`src/rtl/ramif_rr_arb.sv`:
```
// Round-robin arbiter multiplexing NPORT RAM masters onto a single RAM slave.
// Two states: IDLE (arbitrate) and BUSY (slave driven from the granted master).
// Optional build macro RAMIF_ARB_TIMEOUT_EN adds an err output and a BUSY
// watchdog that completes a stuck access with all-ones read data.
module ramif_rr_arb #(
    parameter int unsigned NPORT = 4,
    parameter int unsigned AW    = 14,
    parameter int unsigned DW    = 32,
    parameter int unsigned BW    = 8,
    parameter int unsigned TMO   = 255
) (
    input  logic                    clk,
    input  logic                    reset,
    input  logic [NPORT-1:0]        m_ramen,
    input  logic [NPORT-1:0]        m_ramcs,
    input  logic [NPORT*AW-1:0]     m_ramaddr,
    input  logic [NPORT*(DW/BW)-1:0] m_ramwr,
    input  logic [NPORT*DW-1:0]     m_ramwdata,
    output logic [DW-1:0]           m_ramrdata,
    output logic [NPORT-1:0]        m_ramready,
    output logic                    s_ramen,
    output logic                    s_ramcs,
    output logic [AW-1:0]           s_ramaddr,
    output logic [DW/BW-1:0]        s_ramwr,
    output logic [DW-1:0]           s_ramwdata,
    input  logic [DW-1:0]           s_ramrdata,
    input  logic                    s_ramready,
`ifdef RAMIF_ARB_TIMEOUT_EN
    output logic                    err,
`endif
    output logic [NPORT-1:0]        grant
);

    localparam int unsigned WW = DW / BW;
    localparam int unsigned IW = $clog2(NPORT);

    // Elaboration-time parameter sanity checks.
    if (NPORT < 2 || NPORT > 8) begin : g_bad_nport
        $error("NPORT must be in 2..8");
    end
    if (TMO < 1) begin : g_bad_tmo
        $error("TMO must be at least 1");
    end

    typedef enum logic [0:0] {StIdle, StBusy} state_e;

    state_e           state_q, state_d;
    logic [NPORT-1:0] grant_q, grant_d;
    logic [IW-1:0]    idx_q, idx_d;
    logic [IW-1:0]    rr_ptr_q, rr_ptr_d;
    logic [IW-1:0]    next_ptr;

    logic [NPORT-1:0] req;
    logic             pick_found;
    logic [IW-1:0]    pick_idx;
    logic [NPORT-1:0] pick_oh;

    logic [AW-1:0]    sel_addr;
    logic [WW-1:0]    sel_wr;
    logic [DW-1:0]    sel_wdata;
    logic             gnt_req;

`ifdef RAMIF_ARB_TIMEOUT_EN
    localparam int unsigned CW = $clog2(TMO + 1);
    logic [CW-1:0] cnt_q, cnt_d;
`endif

    assign req      = m_ramen & m_ramcs;
    assign grant    = grant_q;
    assign gnt_req  = |(grant_q & req);
    assign next_ptr = (32'(idx_q) == NPORT - 1) ? '0 : idx_q + 1'b1;

    // Pick the first requester at or after rr_ptr, wrapping past NPORT-1.
    always_comb begin : p_pick
        int unsigned j;
        logic [IW-1:0] jj;
        pick_found = 1'b0;
        pick_idx   = '0;
        pick_oh    = '0;
        for (int unsigned i = 0; i < NPORT; i++) begin
            j = 32'(rr_ptr_q) + i;
            if (j >= NPORT) j = j - NPORT;
            jj = IW'(j);
            if (!pick_found && req[jj]) begin
                pick_found  = 1'b1;
                pick_idx    = jj;
                pick_oh[jj] = 1'b1;
            end
        end
    end

    // Mux the granted master's request fields (grant_q is one-hot or zero).
    always_comb begin
        sel_addr  = '0;
        sel_wr    = '0;
        sel_wdata = '0;
        for (int unsigned i = 0; i < NPORT; i++) begin
            if (grant_q[i]) begin
                sel_addr  = m_ramaddr[i*AW +: AW];
                sel_wr    = m_ramwr[i*WW +: WW];
                sel_wdata = m_ramwdata[i*DW +: DW];
            end
        end
    end

    // Next-state logic and all slave/master-side outputs.
    always_comb begin
        state_d    = state_q;
        grant_d    = grant_q;
        idx_d      = idx_q;
        rr_ptr_d   = rr_ptr_q;
        s_ramen    = 1'b0;
        s_ramcs    = 1'b0;
        s_ramaddr  = '0;
        s_ramwr    = '0;
        s_ramwdata = '0;
        m_ramready = '0;
        m_ramrdata = s_ramrdata;
`ifdef RAMIF_ARB_TIMEOUT_EN
        cnt_d      = cnt_q;
        err        = 1'b0;
`endif
        case (state_q)
            StIdle: begin
                // s_ramready is deliberately ignored here.
                if (pick_found) begin
                    state_d = StBusy;
                    grant_d = pick_oh;
                    idx_d   = pick_idx;
`ifdef RAMIF_ARB_TIMEOUT_EN
                    cnt_d   = '0;
`endif
                end
            end
            StBusy: begin
                s_ramaddr  = sel_addr;
                s_ramwr    = sel_wr;
                s_ramwdata = sel_wdata;
                s_ramen    = gnt_req;
                s_ramcs    = gnt_req;
                if (!gnt_req) begin
                    // Master abandoned the access: release without moving rr_ptr.
                    state_d = StIdle;
                    grant_d = '0;
                end else if (s_ramready) begin
                    m_ramready = grant_q;
                    rr_ptr_d   = next_ptr;
                    state_d    = StIdle;
                    grant_d    = '0;
`ifdef RAMIF_ARB_TIMEOUT_EN
                end else if (cnt_q == CW'(TMO)) begin
                    err        = 1'b1;
                    m_ramready = grant_q;
                    m_ramrdata = '1;
                    rr_ptr_d   = next_ptr;
                    state_d    = StIdle;
                    grant_d    = '0;
                end else begin
                    cnt_d = cnt_q + 1'b1;
`endif
                end
            end
            default: begin
                state_d = StIdle;
                grant_d = '0;
            end
        endcase
    end

    // State registers with asynchronous active-high reset.
    always_ff @(posedge clk or posedge reset) begin
        if (reset) begin
            state_q  <= StIdle;
            grant_q  <= '0;
            idx_q    <= '0;
            rr_ptr_q <= '0;
        end else begin
            state_q  <= state_d;
            grant_q  <= grant_d;
            idx_q    <= idx_d;
            rr_ptr_q <= rr_ptr_d;
        end
    end

`ifdef RAMIF_ARB_TIMEOUT_EN
    // BUSY-cycle watchdog counter.
    always_ff @(posedge clk or posedge reset) begin
        if (reset) begin
            cnt_q <= '0;
        end else begin
            cnt_q <= cnt_d;
        end
    end
`endif

endmodule
```
`config.mk`:
```
export PLATFORM = sky130hd
export DESIGN_NAME = ramif_rr_arb
export DESIGN_NICKNAME = d
export VERILOG_FILES = /design/src/rtl/ramif_rr_arb.sv
export SDC_FILE = /design/constraint.sdc
export NUM_CORES = 1
export LEC_CHECK = 0
export CAP_MARGIN = 20
export CORE_AREA = 10 10 122 124
export CTS_CLUSTER_SIZE = 20
export DETAILED_ROUTE_END_ITERATION = 16
export DIE_AREA = 0 0 132 134
export PLACE_DENSITY = 0.68
export SYNTH_ARGS = -nofsm -noshare
export SYNTH_HDL_FRONTEND = slang
export SYNTH_SLANG_ARGS = --single-unit
export TNS_END_PERCENT = 1
```
`constraint.sdc`:
```
create_clock -name clk -period 3.4 [get_ports clk]
set_input_delay 0.68 -clock clk [delete_from_list [all_inputs] [get_ports clk]]
set_output_delay 0.68 -clock clk [all_outputs]
set_load 0.005 [all_outputs]
```
==> flow_summary.ini <==
[floorplan]
die_w_um = 132
start_util = 0.2195
die_h_um = 134
rows = 41
fp.coreArea_um2 = 12470
die_area_um2 = 17690
num_io_pins = 335

[cts]
tritoncts = built
h-tree-depth = 1
clk_latency_ns = 0.24
clock_sinks = 9
cts_setup_buffers = 0
cts_buffer_depth = 2
root_buffer = clkbuf_16
cts_buffers = 3
cts_hold_buf = 0
clkTransAtPathRegs_ns = 0.04
cts_resized = 0

[synthesis]
synth-warning-count = 0
synth-simple-area-share = 0.3649
synthCells = 424
synth_fa_ha_area_frac = 0.04115
synth_cell_type_count = 32
synthMuxAreaShare = 0.04390
synth_compound_area_frac = 0.3123
synth-xor-area-share = 0
synth_area_um2 = 2736
syn_area_per_cell_um2 = 6.454
ys_seq_area_frac = 0.08230
synth_top_area_frac = 0.1600
syn-num-nets = 676
yosysTopAreaCell = a221oi_1
ys_ff_latch = 9
ys_top_cells_by_area = a221oi_1 16%, nor2b_1 12%, a21oi_1 9.3%, nor3_1 9.3%, buf_4 9.1%
synth_top_family_by_area = simple AND/OR/NAND/NOR gates

[detailed_routing]
drtAntennaViolNets = 0
vias = 4062
via_per_inst = 5.033
drt-wirelength-per-cell_um = 20.94
firstDrtPassIters = 6
detail_route.iter0.violations = 362
wl_mm = 16.90
post-route-drc-count = 0

[worst_setup_path]
endpoint_kind = output port
r2r-end = grant[0]
reg2reg_slack_ns = 0.73
cp-endpoint = m_ramready[2]
crit_start = m_ramcs[2]
cp_slowest_stage_delay_ns = 0.53
path_cells = clkdlybuf4s50_1 -> nand3_1 -> nand4_1 -> and3_1 -> and2_1 -> clkdlybuf4s50_1
cp_max_fo = 8
arrival_ns = 2.49
crit_type = primary input to output port
r2r.worst_path.cells = 5
path_delay_family = buffers and inverters
path_buf_inv = 2
worstPathRequired_ns = 2.72
cp_common_cell = clkdlybuf4s50_1
reg2reg_from = rr_ptr_q[0]
crit_slowest_cell = clkdlybuf4s50_1
startpoint_type = primary input
worst-path-stages = 6

[global_routing]
grt_pass1_wl_mm = 24.93
grt_pass1_vias = 4011
antenna_found_initial = 0
grt_overflow = 0
grt_max_degree = 59
track_usage = 0.1736

[worst_hold_path]
hold_path_class = flip-flop to flip-flop

[flow_run]
cap_violations = 0

[cells_and_area]
drive_gt1_frac = 0.04094
layout.cells.non_filler = 807
nets = 888
fillers = 1260
diodes = 0
area_delta_synth_final_pct = 99.22

[power]
pwr-share-comb = 0.841
clock_power_share = 0.056
swShare = 0.4701
power_mw = 3.726
ir_drop_uv = 528.8
seqPwrFrac = 0.103
p_leak_nw = 1.970
p_sw_mw = 1.752
power_density_nw_per_um2 = 683.5
p_int_mw = 1.975

[timing]
finalClockSkew_ns = 0.001611
finalSetupTns_ns = 0
relSlewSlack = 0.5232
max_freq_mhz = 315.3
final-setup-viol-count = 0
worst_slew_pin_slew_ns = 0.7152
rsz0062_at_grt = false
slew_violations = 0
layout_min_cycle_time_ns = 3.172
final.period_utilization = 0.9329
hold_violations = 0

[placed_design]
dp_cells = 803
gp_congestion = 0.9349
hpwl_mm = 13.64
portBuffers = 270

[status]
status = complete, no violations
==> worst min path at each step <==
stage	start	end	slack (ns)	cells after the start
after floorplan	idx_q[1]	idx_q[1]	0.47	1
after detailed placement	idx_q[1]	idx_q[1]	0.50	1
after global routing	idx_q[1]	idx_q[1]	0.54	1
final	idx_q[1]	idx_q[1]	0.50	1
after global placement	idx_q[1]	idx_q[1]	0.51	1
after CTS	idx_q[1]	idx_q[1]	0.51	1
==> placed cells by master (no fill, tap or decap), types with 4 or more instances in the layout <==
cell,count
mux4_2,4
nand3_1,6
nand2_1,10
a221o_1,8
buf_4,9
ha_1,9
nor2b_1,50
a221oi_1,50
and2_1,10
nor3_1,51
clkdlybuf4s50_1,270
dfrtp_1,6
nor2_1,63
a21oi_1,51
==> cell usage after synthesis <==
master	n
a2111oi_0	2
inv_1	3
and2_4	2
a221o_1	8
o21ai_1	1
o32ai_1	1
nor2b_1	51
nand4_1	2
and3_1	1
a211oi_1	1
mux2i_1	3
clkbuf_1	40
a221oi_1	50
nor2_1	63
a21oi_1	51
buf_2	1
nand3_1	6
mux4_2	4
and2_1	10
o21ai_0	3
nor3_1	51
o2111a_1	1
dfrtp_1	9
and2_0	1
clkinv_1	1
inv_2	2
nand3b_1	2
nand2_1	10
o22ai_1	1
buf_4	33
ha_1	9
o32a_1	1
==> layout make-up <==
class,count,area (um^2),share of cell area
inverter,6,22.52,0.004131
tap,172,215.2,0.03948
multi-input combinational,335,2093,0.3840
sequential,9,231.5,0.04246
clock buffer,4,78.83,0.01446
timing repair buffer,281,2810,0.5155
==> power groups by stage <==
stage / Clock, mW / Sequential [mW] / Combinational [mW]
final: 0.208 / 0.385 / 3.13
after global routing: 0.216 / 0.402 / 3.43
after CTS: 0.210 / 0.386 / 3.16
after detailed placement: 0 / 0.386 / 3.14
after global placement: 0 / 0.381 / 3.10
after floorplan: 0 / 0.214 / 1.91
==> logic make-up (layout without fill, tap and decap cells) <==
kind of cell,after synthesis,after routing
compound gates,120,120
fa+ha+maj,9,9
buf+inv,80,291
flops,9,9
mux,7,7
simple gates,199,199
==> worst reg2reg max path, delay by kind of cell, from the launching register on <==
family / cells / cell delay, ns
compound gates: 2 / 0.67
fa+ha+maj: 1 / 0.49
buf+inv: 1 / 0.19
flops: 1 / 0.56
mux: 1 / 0.63
==> registers in the layout (all words and copies together), names as in the netlist <==
| signal | cells |
|---|---|
| idx_q | 2 |
| grant | 4 |
| rr_ptr_q | 2 |
| state_q | 1 |
==> metrics by stage <==
step	hold slack [ns]	area [um^2]	setup slack (ns)	utilization
global placement	0.5053	5373	0.2517	0.4310
global route	0.5415	5451	0.1252	0.4373
floorplan	0.4745	2736	1.002	-
finish	0.5007	5451	0.2281	0.4373
detailed placement	0.5027	5373	0.2356	0.4310
CTS	0.5111	5451	0.2272	0.4373
==> routing by layer <==
metal	vias to the layer above	GRT usage	routed length (um)
met1	1856	0.2042	6759
met3	30	0.04593	1329
met2	222	0.3105	8490
met4	0	0.03214	320
met5	-	0	0
li1	1954	-	-
(Power assumes the default switching activity.)
